===== config.mk =====
export PLATFORM = sky130hd
export DESIGN_NAME = rle_kernel_param_flat
export DESIGN_NICKNAME = d
export VERILOG_FILES = /design/src/rtl/rle_kernel_param_if.sv /design/src/rtl/rle_kernel_param.sv /design/src/flat_wrapper.sv
export SDC_FILE = /design/constraint.sdc
export NUM_CORES = 1
export LEC_CHECK = 0
export ABC_AREA = 1
export BUFFER_PORTS_ARGS = -buffer_cell sky130_fd_sc_hd__clkbuf_2
export CORE_MARGIN = 1.5
export CORE_UTILIZATION = 53
export CTS_CLUSTER_DIAMETER = 60
export DETAILED_ROUTE_END_ITERATION = 8
export GPL_ROUTABILITY_DRIVEN = 0
export PLACE_DENSITY = 0.87
export SLEW_MARGIN = 20
export SYNTH_ARGS = -nofsm -noshare
export SYNTH_HDL_FRONTEND = slang
export SYNTH_SLANG_ARGS = --single-unit

===== constraint.sdc =====
create_clock -name clk -period 2.25 [get_ports clk]
set_input_delay 0.3375 -clock clk [delete_from_list [all_inputs] [get_ports clk]]
set_output_delay 0.3375 -clock clk [all_outputs]
set_load 0.05 [all_outputs]

===== src/rtl/rle_kernel_param_if.sv =====
// Stream edges around the RLE kernel: an avail/read input edge and a write/afull output edge.
// The kernel connects through the slave modport; the neighbouring FIFOs/bench use master.
interface rle_kernel_param_if #(
    parameter int DATA_WIDTH  = 16,
    parameter int COUNT_WIDTH = 8
);
    logic [DATA_WIDTH-1:0]             input_S1;
    logic                              avail_S1;
    logic                              read_S1;
    logic [COUNT_WIDTH+DATA_WIDTH-1:0] output_S2;
    logic                              write_S2;
    logic                              afull_S2;

    modport master (
        output input_S1,
        output avail_S1,
        input  read_S1,
        input  output_S2,
        input  write_S2,
        output afull_S2
    );

    modport slave (
        input  input_S1,
        input  avail_S1,
        output read_S1,
        output output_S2,
        output write_S2,
        input  afull_S2
    );
endinterface


===== src/rtl/rle_kernel_param.sv =====
// Parametrised streaming run-length encoder: emits {run_count, run_value} words with
// run saturation, explicit flush and an optional idle-timeout auto-flush.
module rle_kernel_param #(
    parameter int DATA_WIDTH   = 16,
    parameter int COUNT_WIDTH  = 8,
    parameter int IDLE_TIMEOUT = 0
) (
    input  logic                clk,
    input  logic                rst,
    input  logic                flush,
    output logic                busy,
    rle_kernel_param_if.slave   bus
);

    typedef enum logic [1:0] {
        ST_EMPTY = 2'd0,
        ST_RUN   = 2'd1,
        ST_FLUSH = 2'd2
    } state_t;

    localparam logic [COUNT_WIDTH-1:0] MAX_RUN   = {COUNT_WIDTH{1'b1}};
    localparam logic [COUNT_WIDTH-1:0] COUNT_ONE = {{(COUNT_WIDTH-1){1'b0}}, 1'b1};
    localparam logic [15:0]            IDLE_LIM  = 16'(IDLE_TIMEOUT);
    localparam bit                     IDLE_EN   = (IDLE_TIMEOUT != 0);

    state_t                  r_state;
    logic [DATA_WIDTH-1:0]   r_run_value;
    logic [COUNT_WIDTH-1:0]  r_run_count;
    logic [15:0]             r_idle_cnt;
    logic                    r_flush_pend;

    state_t                  w_state_nxt;
    logic [DATA_WIDTH-1:0]   w_value_nxt;
    logic [COUNT_WIDTH-1:0]  w_count_nxt;
    logic [15:0]             w_idle_nxt;
    logic                    w_pend_nxt;
    logic                    w_read;
    logic                    w_write;
    logic                    w_timeout;
    logic                    w_extend;

    assign w_timeout = IDLE_EN && (r_idle_cnt == IDLE_LIM);
    assign w_extend  = (bus.input_S1 == r_run_value) && (r_run_count < MAX_RUN);

    // State and run registers; reset discards any held run without emitting it.
    always_ff @(posedge clk or negedge rst) begin
        if (!rst) begin
            r_state      <= ST_EMPTY;
            r_run_value  <= '0;
            r_run_count  <= '0;
            r_idle_cnt   <= 16'd0;
            r_flush_pend <= 1'b0;
        end else begin
            r_state      <= w_state_nxt;
            r_run_value  <= w_value_nxt;
            r_run_count  <= w_count_nxt;
            r_idle_cnt   <= w_idle_nxt;
            r_flush_pend <= w_pend_nxt;
        end
    end

    // Next-state and handshake decode; RUN branches are in strict priority order.
    always_comb begin
        w_state_nxt = r_state;
        w_value_nxt = r_run_value;
        w_count_nxt = r_run_count;
        w_idle_nxt  = r_idle_cnt;
        w_pend_nxt  = r_flush_pend;
        w_read      = 1'b0;
        w_write     = 1'b0;
        case (r_state)
            ST_EMPTY: begin
                if (bus.avail_S1) begin
                    w_read      = 1'b1;
                    w_value_nxt = bus.input_S1;
                    w_count_nxt = COUNT_ONE;
                    w_idle_nxt  = 16'd0;
                    w_state_nxt = ST_RUN;
                end else begin
                    w_state_nxt = ST_EMPTY;
                end
            end
            ST_RUN: begin
                if (flush || r_flush_pend || w_timeout) begin
                    if (!bus.afull_S2) begin
                        w_write     = 1'b1;
                        w_pend_nxt  = 1'b0;
                        w_idle_nxt  = 16'd0;
                        w_state_nxt = ST_EMPTY;
                    end else begin
                        w_pend_nxt  = 1'b1;
                        w_state_nxt = ST_FLUSH;
                    end
                end else if (bus.avail_S1) begin
                    if (w_extend) begin
                        w_read      = 1'b1;
                        w_count_nxt = r_run_count + COUNT_ONE;
                        w_idle_nxt  = 16'd0;
                    end else if (!bus.afull_S2) begin
                        // Terminating word is consumed in the same cycle the old run is written.
                        w_write     = 1'b1;
                        w_read      = 1'b1;
                        w_value_nxt = bus.input_S1;
                        w_count_nxt = COUNT_ONE;
                        w_idle_nxt  = 16'd0;
                    end else begin
                        w_read = 1'b0;
                    end
                end else begin
                    if (r_idle_cnt != IDLE_LIM) begin
                        w_idle_nxt = r_idle_cnt + 16'd1;
                    end else begin
                        w_idle_nxt = r_idle_cnt;
                    end
                end
            end
            ST_FLUSH: begin
                if (!bus.afull_S2) begin
                    w_write     = 1'b1;
                    w_pend_nxt  = 1'b0;
                    w_idle_nxt  = 16'd0;
                    w_state_nxt = ST_EMPTY;
                end else begin
                    w_state_nxt = ST_FLUSH;
                end
            end
            default: begin
                w_state_nxt = ST_EMPTY;
                w_pend_nxt  = 1'b0;
                w_idle_nxt  = 16'd0;
            end
        endcase
    end

    // Handshakes are forced low while reset is asserted, even if a word is offered.
    assign bus.read_S1   = w_read & rst;
    assign bus.write_S2  = w_write & rst;
    assign bus.output_S2 = {r_run_count, r_run_value};
    assign busy          = (r_state != ST_EMPTY);

endmodule


===== src/flat_wrapper.sv =====
// flat-port wrapper written by rule: the top's interface ports become plain ports
module rle_kernel_param_flat 
#(
    parameter int DATA_WIDTH   = 16,
    parameter int COUNT_WIDTH  = 8,
    parameter int IDLE_TIMEOUT = 0
)
  (clk, rst, flush, busy, bus_input_S1, bus_avail_S1, bus_read_S1, bus_output_S2, bus_write_S2, bus_afull_S2);
  rle_kernel_param_if #(.DATA_WIDTH(DATA_WIDTH), .COUNT_WIDTH(COUNT_WIDTH)) bus_i ();
  input  logic clk;
  input  logic rst;
  input  logic flush;
  output logic busy;
  input wire logic [$bits(bus_i.input_S1)-1:0] bus_input_S1;
  input wire logic [$bits(bus_i.avail_S1)-1:0] bus_avail_S1;
  output wire logic [$bits(bus_i.read_S1)-1:0] bus_read_S1;
  output wire logic [$bits(bus_i.output_S2)-1:0] bus_output_S2;
  output wire logic [$bits(bus_i.write_S2)-1:0] bus_write_S2;
  input wire logic [$bits(bus_i.afull_S2)-1:0] bus_afull_S2;
  assign bus_i.input_S1 = bus_input_S1;
  assign bus_i.avail_S1 = bus_avail_S1;
  assign bus_read_S1 = bus_i.read_S1;
  assign bus_output_S2 = bus_i.output_S2;
  assign bus_write_S2 = bus_i.write_S2;
  assign bus_i.afull_S2 = bus_afull_S2;
  rle_kernel_param #(.DATA_WIDTH(DATA_WIDTH), .COUNT_WIDTH(COUNT_WIDTH), .IDLE_TIMEOUT(IDLE_TIMEOUT)) u_core (.clk(clk), .rst(rst), .flush(flush), .busy(busy), .bus(bus_i));
endmodule

==> impl_results.md <==
- Status: finished clean
- TritonCTS sink count: 27
- GRT Residual Overflow: 0
- CTS tree: built
- Maxcap violations: 0
- H-tree levels: 1
- Worst-margin pin slew: 0.3357 ns
- Min-Delay Path Class: in2reg
- Vias per cell: 5.309
- Synthesized area: 1923 um^2
- Initial DRC Count: 113
- Layout cells sized above 1: 27.43%
- Post-synthesis area per instance: 6.993 um^2
- Syn_nets: 301
- Post-layout instance area: 2430 um^2
- CP Launch Type: flip-flop
- Final Power: 2.890 mW
- Worst Setup Slack, final: 0.04871 ns
- Fin. max-slew vios: 0
- Largest net degree at the start of global routing: 19
- Cts bufs inserted: 3
- Worst slack, placed: 0.1281 ns
- Starting Density: 56.30%
- Post-route antenna net violation count: 0
- Max Fclk: 454.3 MHz
- Port bufs: 47
- Setup CP Type: reg2out
- Detailed Route WL: 4.845 mm
- Global-route wire length before repair: 7.859 mm
- Antenna violations before repair: 0
- All-Layer GR Usage: 24.74%
- Dpl cell area: 2245 um^2
- Flops & latches, synth: 27
- DR DRC count: 0
- Critical Path RT: 1.91 ns
- Leakage: 1.377 nW
- Yosys Warn Count: 0
- Clock period minus worst slack: 2.201 ns
- RSZ-0062 raised after global routing: true
- # diodes: 0
- # setup viols final: 0
- Final HPWL DP: 3.351 mm
- Leading cell type in the layout, fill and taps excluded: nand2_1
- Worst Skew: 0.003625 ns
- Placeable core region: 3416 um^2
- Critical Path Fanout Max: 4
- Io pins: 48
- Chip width: 63.24 um
- Worst Path Arrival: 1.86 ns
- CTS clk-pin slew, worst paths: 0.15 ns
- Clk buf depth: 2
- Setup_tns: 0 ns
- Most frequent cells in the layout: 94 x nand2_1, 45 x clkbuf_2, 36 x nand3_1
- Final Util: 71.14%
- Hold path cells: 3
- Pwr dens: 1189 nW/um^2
- Routed len/inst: 12.58 um
- Row count: 21
- Die Y: 63.24 um
- Vias in the first global route: 1855
- Worst rel slew slack: 77.58%
- Root Driver: clkbuf_4
- Synth cell types: 25
- Tcrit/Tclk final: 97.84%
- Post-synthesis sequential area ratio: 35.13%
- Routed vias: 2044
- Die area: 3999 um^2
- Fin. Hold Viols: 0
- Area Overhead vs Synth: 26.35%
- DRT Pass-1 Iters: 5
- Post-Syn Instances: 275
- Crit. End Element: output port
- Worst VDD drop: 0.7541 mV
- NumNets Final: 366
- Clock latency at the later pin of the worst-skew pair: 0.34 ns
- Reg2reg path depth: 11
- Reg-to-reg slack, setup: 0.25 ns
registers in the layout, summed over array words and instances, names as in the netlist:
| register | count |
|---|---|
| u_core.r_flush_pend | 1 |
| u_core.r_state | 2 |
| u_core.r_run_value | 16 |
| u_core.r_run_count | 8 |
worst max-delay path: stages, from the launching register on:
cell     delay, ns
dfrtp_2       0.42
ha_4          0.16
nand2_2       0.08
nor3_4        0.29
nor2_8        0.06
nand3_2       0.10
nand3_2       0.10
a21oi_4       0.16
buf_8         0.16
report_power, final:
group | total (mW) | switching [mW] | internal, mW
sequential | 0.830 | 0.178 | 0.652
combinational | 1.84 | 1.31 | 0.531
clock | 0.223 | 0.153 | 0.0699
total | 2.89 | 1.64 | 1.25
repair_timing:
item	in CTS	in global routing
gates resized for setup	9	8
endpoints found under the setup margin	2	2
hold buffers	1	0
pin swaps	2	2
hold endpoints to repair	10	0
setup buffers	6	5
worst paths after layout:
check	start	end
worst max-delay path	u_core.r_run_count[0]$_DFFE_PN0P_	bus_write_S2
worst min-delay path	bus_input_S1[3]	u_core.r_run_value[3]$_DFFE_PN0P_
worst max register to register	u_core.r_run_value[7]$_DFFE_PN0P_	u_core.r_run_value[10]$_DFFE_PN0P_
worst min register to register	u_core.r_flush_pend$_DFFE_PN0P_	u_core.r_flush_pend$_DFFE_PN0P_
max in group asynchronous	rst	u_core.r_run_count[5]$_DFFE_PN0P_
min in group asynchronous	rst	u_core.r_run_value[3]$_DFFE_PN0P_
Yosys cell counts:
library cell,count,area [um^2]
nand3_1,38,190.2
nor3_4,1,16.27
ha_1,5,62.56
inv_1,27,101.4
inv_2,2,7.510
a21oi_1,1,5.000
a31oi_1,1,6.260
dfrtp_1,27,675.7
nand3b_1,2,15.01
o21ai_0,4,20.02
nand2_2,3,18.77
nand2_4,1,11.26
clkinv_1,3,11.26
buf_6,1,11.26
xor2_1,5,43.79
nor2_4,1,11.26
nor2_2,2,12.51
nand2_1,97,364.1
xnor2_1,8,70.07
nor2_1,30,112.6
nand4_4,2,42.54
buf_4,1,7.510
buf_2,2,10.01
nor2_8,2,40.04
nand4_1,9,56.30
cell type report:
class | instances | area [um^2]
Clock buffer | 4 | 26.28
Tap cell | 46 | 57.56
Inverter | 32 | 120.1
Sequential cell | 27 | 679.4
Timing Repair Buffer | 64 | 385.4
Fill cell | 285 | 985.9
Multi-Input combinational cell | 212 | 1161
cells by family after synthesis:
family	Yosys count	share of synthesized area [%]
DFF	27	35.13
xor gates and xnor gates	13	5.921
buffers and inverters	36	7.743
adders and majority gates	5	3.253
AOI/OAI and AO/OA	6	1.627
and+or+nand+nor	188	46.32
metal layers:
layer	wire length, um	track usage, %	share of wire, %
met5	0	0	0
met4	85	11.96	1.8
met3	229	2.321	4.7
met2	2506	43.75	52
met1	2024	30.20	42
per-stage QoR:
step / hold slack (ns) / instances
CTS: 0.2304 / 380
finish: 0.2358 / 385
global placement: 0.2496 / 369
detailed placement: 0.2484 / 369
floorplan: 0.04191 / 275
global route: 0.2318 / 385
Note: power is estimated with default switching activity, not from simulation.
